==> config.mk <==
export PLATFORM = sky130hd
export DESIGN_NAME = register_write_buffer
export DESIGN_NICKNAME = d
export VERILOG_FILES = /design/src/rtl/register_write_buffer.sv
export SDC_FILE = /design/constraint.sdc
export NUM_CORES = 1
export LEC_CHECK = 0
export ABC_AREA = 1
export CAP_MARGIN = 20
export CORE_ASPECT_RATIO = 0.8
export CORE_MARGIN = 4
export CORE_UTILIZATION = 26
export DETAILED_ROUTE_END_ITERATION = 7
export PLACE_DENSITY = 0.46
export REMOVE_ABC_BUFFERS = 1
export SYNTH_ARGS = -nofsm -noshare
export SYNTH_HDL_FRONTEND = slang
export SYNTH_SLANG_ARGS = --single-unit
==> constraint.sdc <==
create_clock -name clk -period 4.36 [get_ports clk]
set_input_delay 0.872 -clock clk [delete_from_list [all_inputs] [get_ports clk]]
set_output_delay 0.872 -clock clk [all_outputs]
set_load 0.01 [all_outputs]
==> src/rtl/register_write_buffer.sv <==
// register_write_buffer
//
// Purpose:
//   A small FIFO of pending register-file writes. Requests are queued in
//   arrival order and drained one per cycle into a registered write port
//   whenever the register file is not stalled. Consumers can look up a
//   register address and get forwarded data from the youngest pending write,
//   which covers both the queue and the write that is currently on the port.
//
// Ports:
//   clk, rst                 clock, asynchronous active-high reset
//   reqValid/reqReady        request handshake (reqReady = !full)
//   reqSel/reqData           destination register and data of a request
//   stall                    register-file write port unavailable this cycle
//   writeEnable              one-cycle write strobe to the register file
//   selWrite/writeIn         registered write address and data
//   lookupSel                register being read by a consumer
//   hit/hitData              forwarding result for lookupSel (hitData=0 on miss)
//   count/empty/full         queue occupancy status
module register_write_buffer #(
  parameter int REG_ADDRESS_SIZE = 2,
  parameter int MEM_WORD_SIZE    = 64,
  parameter int DEPTH            = 4
) (
  input  logic                        clk,
  input  logic                        rst,
  input  logic                        reqValid,
  output logic                        reqReady,
  input  logic [REG_ADDRESS_SIZE-1:0] reqSel,
  input  logic [MEM_WORD_SIZE-1:0]    reqData,
  input  logic                        stall,
  output logic                        writeEnable,
  output logic [REG_ADDRESS_SIZE-1:0] selWrite,
  output logic [MEM_WORD_SIZE-1:0]    writeIn,
  input  logic [REG_ADDRESS_SIZE-1:0] lookupSel,
  output logic                        hit,
  output logic [MEM_WORD_SIZE-1:0]    hitData,
  output logic [$clog2(DEPTH):0]      count,
  output logic                        empty,
  output logic                        full
);

  localparam int PTR_W = $clog2(DEPTH);
  localparam int CNT_W = PTR_W + 1;

  logic [PTR_W-1:0]            rdPtr;
  logic [PTR_W-1:0]            wrPtr;
  logic [REG_ADDRESS_SIZE-1:0] selMem  [DEPTH];
  logic [MEM_WORD_SIZE-1:0]    dataMem [DEPTH];
  logic                        push;
  logic                        pop;

  assign empty    = (count == '0);
  assign full     = (count == CNT_W'(DEPTH));
  assign reqReady = !full;
  assign push     = reqValid && reqReady;
  assign pop      = !empty && !stall;

  // Pointer and occupancy bookkeeping. DEPTH is a power of two, so the
  // pointers wrap from DEPTH-1 to 0 through plain binary overflow.
  always_ff @(posedge clk or posedge rst) begin
    if (rst) begin
      rdPtr <= '0;
      wrPtr <= '0;
      count <= '0;
    end else begin
      if (push) wrPtr <= wrPtr + 1'b1;
      if (pop)  rdPtr <= rdPtr + 1'b1;
      case ({push, pop})
        2'b10:   count <= count + 1'b1;
        2'b01:   count <= count - 1'b1;
        default: count <= count;
      endcase
    end
  end

  // Entry storage. Left without reset: an entry is only ever read while the
  // occupancy count says it is live, and reset clears the count.
  always_ff @(posedge clk) begin
    if (push) begin
      selMem[wrPtr]  <= reqSel;
      dataMem[wrPtr] <= reqData;
    end
  end

  // Output stage: the head entry moves here on a pop and is strobed for one
  // cycle; address and data hold their last values between pops.
  always_ff @(posedge clk or posedge rst) begin
    if (rst) begin
      writeEnable <= 1'b0;
      selWrite    <= '0;
      writeIn     <= '0;
    end else if (pop) begin
      writeEnable <= 1'b1;
      selWrite    <= selMem[rdPtr];
      writeIn     <= dataMem[rdPtr];
    end else begin
      writeEnable <= 1'b0;
    end
  end

  // Forwarding lookup. The output stage is the oldest candidate, then the
  // queue is walked from head (oldest) to tail (newest); a later match
  // overrides an earlier one so the youngest write wins. Requests arriving
  // this cycle are not yet in the queue and so never match.
  always_comb begin
    hit     = 1'b0;
    hitData = '0;
    if (writeEnable && (selWrite == lookupSel)) begin
      hit     = 1'b1;
      hitData = writeIn;
    end
    for (int k = 0; k < DEPTH; k++) begin
      if ((CNT_W'(k) < count) && (selMem[rdPtr + PTR_W'(k)] == lookupSel)) begin
        hit     = 1'b1;
        hitData = dataMem[rdPtr + PTR_W'(k)];
      end
    end
  end

endmodule

==> flow_summary.toml <==
[final_layout]
utilization = 0.329
n_fill_cell = 8055
stdcell_area_mm2 = 0.0256
syn2layout_area_growth_pct = 24.4
num-nets-final = 2936
drive_gt1_frac = 0.0890
stdcell_count = 3914

[placement]
gp_congestion = 0.774
post-place-ws_ns = 0.121
portBuffers = 209
place_area_mm2 = 0.0239
hpwl_um = 43900
dp_cells = 3817

[cts]
root_buffer = "clkbuf_16"
cts.htree.levels = 2
clk_latency_ns = 0.56
hold_buffers = 0
cts_max_path_buffers = 3
cts_tree = "done"
cts.reportedPaths.clkPinSlew_ns = 0.05
cts.sinks = 338
cts_buffers = 42

[setup_path]
critPathKind = "flop to primary output"
reg2reg_from = "count[0]"
crit_start = "rdPtr[0]"
crit_fanout = 29
cpMostUsedCell = "nand2_1"
reg2reg_slack_ns = 1.69
worstSetupEndpointType = "primary output"
crit_arrival_ns = 3.33
cpMaxStageDelayCell = "clkdlybuf4s50_1"
critPathRequiredTime_ns = 3.49
critPathCapture = "hitData[38]"
reg2reg_to = "dataMem[2][58]"
r2r_cells = 6
critPathLaunchType = "flop"
crit_path_max_incr_delay_ns = 0.58
path_cells = "inv_12 -> nand2_4 -> nand2_8 -> nand2_1 -> nand2_1 -> o21ai_1 -> a21oi_2 -> nand2_4 -> clkinv_2 -> buf_12 -> nand2_1 -> nand2_1 -> clkdlybuf4s50_1"

[yosys]
yosysSeqAreaShare = 0.475
ys.flop_type = "edfxtp_1"
yosysTopAreaCell = "edfxtp_1"
ys_seq_elements = 338
yosys-top-cells-area = "edfxtp_1 39%, nand2_1 24%, dfrtp_1 9.0%"
synth_xor_area_frac = 0.00341
synthCells = 2732
synthAdderAreaFrac = 0.00547
ys_warn_count = 0
syn_area_mm2 = 0.0206
synth_cell_types = 26
synth_top_family_by_area = "simple AND/OR/NAND/NOR gates"
synth.most_common_cell = "nand2_1"
ys_top_cells_by_count = "1302 x nand2_1, 338 x o21ai_0, 264 x edfxtp_1, 116 x inv_1, 97 x or2_2"
syn_avg_cell_area_um2 = 7.53
yosysTopAreaCellShare = 0.385
synthSimpleGateAreaFrac = 0.312
synth_compound_area_frac = 0.104
synthArstFlopShare = 0.219
synth_edf_count = 264
synthMuxAreaShare = 0.0311

[floorplan]
start_util = 0.264
coreArea_mm2 = 0.0778
fp-row-count = 91
die_y_um = 260
chipWidth_um = 322
die_area_mm2 = 0.0837
pin_count = 210

[detailed_routing]
antenna_left = 0
vias_per_cell = 4.84
route.vias.total = 18961
drtIter0Drc = 1574
highest_layer = "met5"
drc = 0
firstDrtPassIters = 6
met1_length_um = 35500
wl_per_cell_um = 19.8
wl_met3_um = 4480
wl_met2_um = 35400
finalWirelength_um = 77300

[run]
maxCapViolations = 0

[power_and_ir_drop]
p_sw_uw = 11700
clkPwrFrac = 0.151
ir_drop_mv = 0.618
swShare = 0.488
p_seq_frac = 0.207
power_density_mw_per_mm2 = 941
leakagePower_uw = 0.0111
power_frac_comb = 0.642
intPower_uw = 12300

[hold_path]
hp-start = "writeIn[27]"
worstHoldPathType = "flop to flop"

[global_routing]
grt_pass1_vias = 18009
grt_max_degree = 205
grt_overflow_total = 0
grt_pass1_wl_um = 112000
antenna_found_initial = 5
track_usage = 0.175

[timing]
hold_violations = 0
post-route-period-util = 0.964
setup_viol = 0
final.setup.worst_slack_ns = 0.158
fin_skew_ns = 0.0102
fmax_ghz = 0.238
slew_violations = 0
fin_crit_ns = 4.20
grt_setup_unrepaired = "false"
tightest_slew_ns = 0.908
slew_headroom = 0.394

[status]
status = "completed"
[power by group through the flow]
| stage | Clock, uW | Combinational (uW) | Sequential (uW) |
|---|---|---|---|
| finish | 3630 | 15500 | 5000 |
| global route | 3860 | 17000 | 5090 |
| CTS | 3730 | 15200 | 5010 |
| detailed placement | 0 | 15100 | 5090 |
| global placement | 0 | 14900 | 5080 |
| floorplan | 0 | 7940 | 5330 |
[repair_timing]
item	CTS	global route
resized for setup	5	14
pin swaps	0	3
cloned	0	6
setup buffers	4	7
endpoints found under the setup margin	64	62
[layout by cell type (no fill, tap or decap), drive strengths merged, types with 64 or more instances in the layout]
master | Yosys | final
nand2 | 1306 | 1308
edfxtp | 264 | 264
inv | 120 | 118
or2 | 97 | 97
nand4 | 64 | 64
mux2i | 64 | 64
o21ai | 361 | 361
a21oi | 67 | 67
clkbuf | 93 | 64
nand3 | 86 | 86
clkdlybuf4s50 | 0 | 205
dfrtp | 74 | 74
[stage by stage]
step,total power [uW],TNS (ns),hold slack [ns]
3_5_place_dp,20100,0,0.502
4_1_cts,23900,-0.00843,0.518
6_report,24100,0,0.516
5_1_grt,26000,0,0.550
3_3_place_gp,20000,0,0.490
2_1_floorplan,13300,-735.98,0.537
[worst max-delay path: cells and delay by family (launching register included)]
kind | cells | cell delay [ns]
AO/OA/AOI/OAI | 2 | 0.27
buffers and inverters | 4 | 1.10
flip-flops | 1 | 0.57
AND/OR/NAND/NOR | 7 | 0.80
[registers in the layout, summed over array words and instances, names as in the netlist]
| register | cells |
|---|---|
| count | 3 |
| dataMem | 256 |
| rdPtr | 2 |
| selMem | 8 |
| selWrite | 2 |
| wrPtr | 2 |
| writeEnable | 1 |
| writeIn | 64 |
[worst min-delay path by stage]
stage | endpoint | depth (start not counted) | slack [ns]
after global placement | writeIn[36] | 2 | 0.49
after detailed placement | writeIn[48] | 2 | 0.50
after global routing | writeIn[55] | 2 | 0.55
final | writeIn[27] | 2 | 0.52
after CTS | writeIn[48] | 2 | 0.52
after floorplan | writeIn[0] | 2 | 0.54
[logic make-up after synthesis]
family                     Yosys count
AOI/OAI and AO/OA                  428
buffers and inverters              317
adders and majority gates            9
DFF                                338
xor gates and xnor gates             8
and+or+nand+nor                   1568
muxes                               64
[layer usage]
metal  up-vias  track usage
li1       9204            -
met1      8988        0.236
met2       643        0.291
met3       120       0.0265
met4         6       0.0503
met5         -            0
[cell type report]
cell class,count,area [um^2],area share
Timing Repair Buffer,273,3060,0.120
Clock inverter,17,168,0.00655
Sequential cell,338,9790,0.382
Tap cell,1023,1280,0.0500
Multi-Input combinational cell,2079,9550,0.373
Clock buffer,61,1260,0.0491
Timing Repair inverter,1,8.76,0.000342
Inverter,120,477,0.0186
Antenna cell,2,5.00,0.000196
No activity file was read; power rests on OpenSTA's default activity.
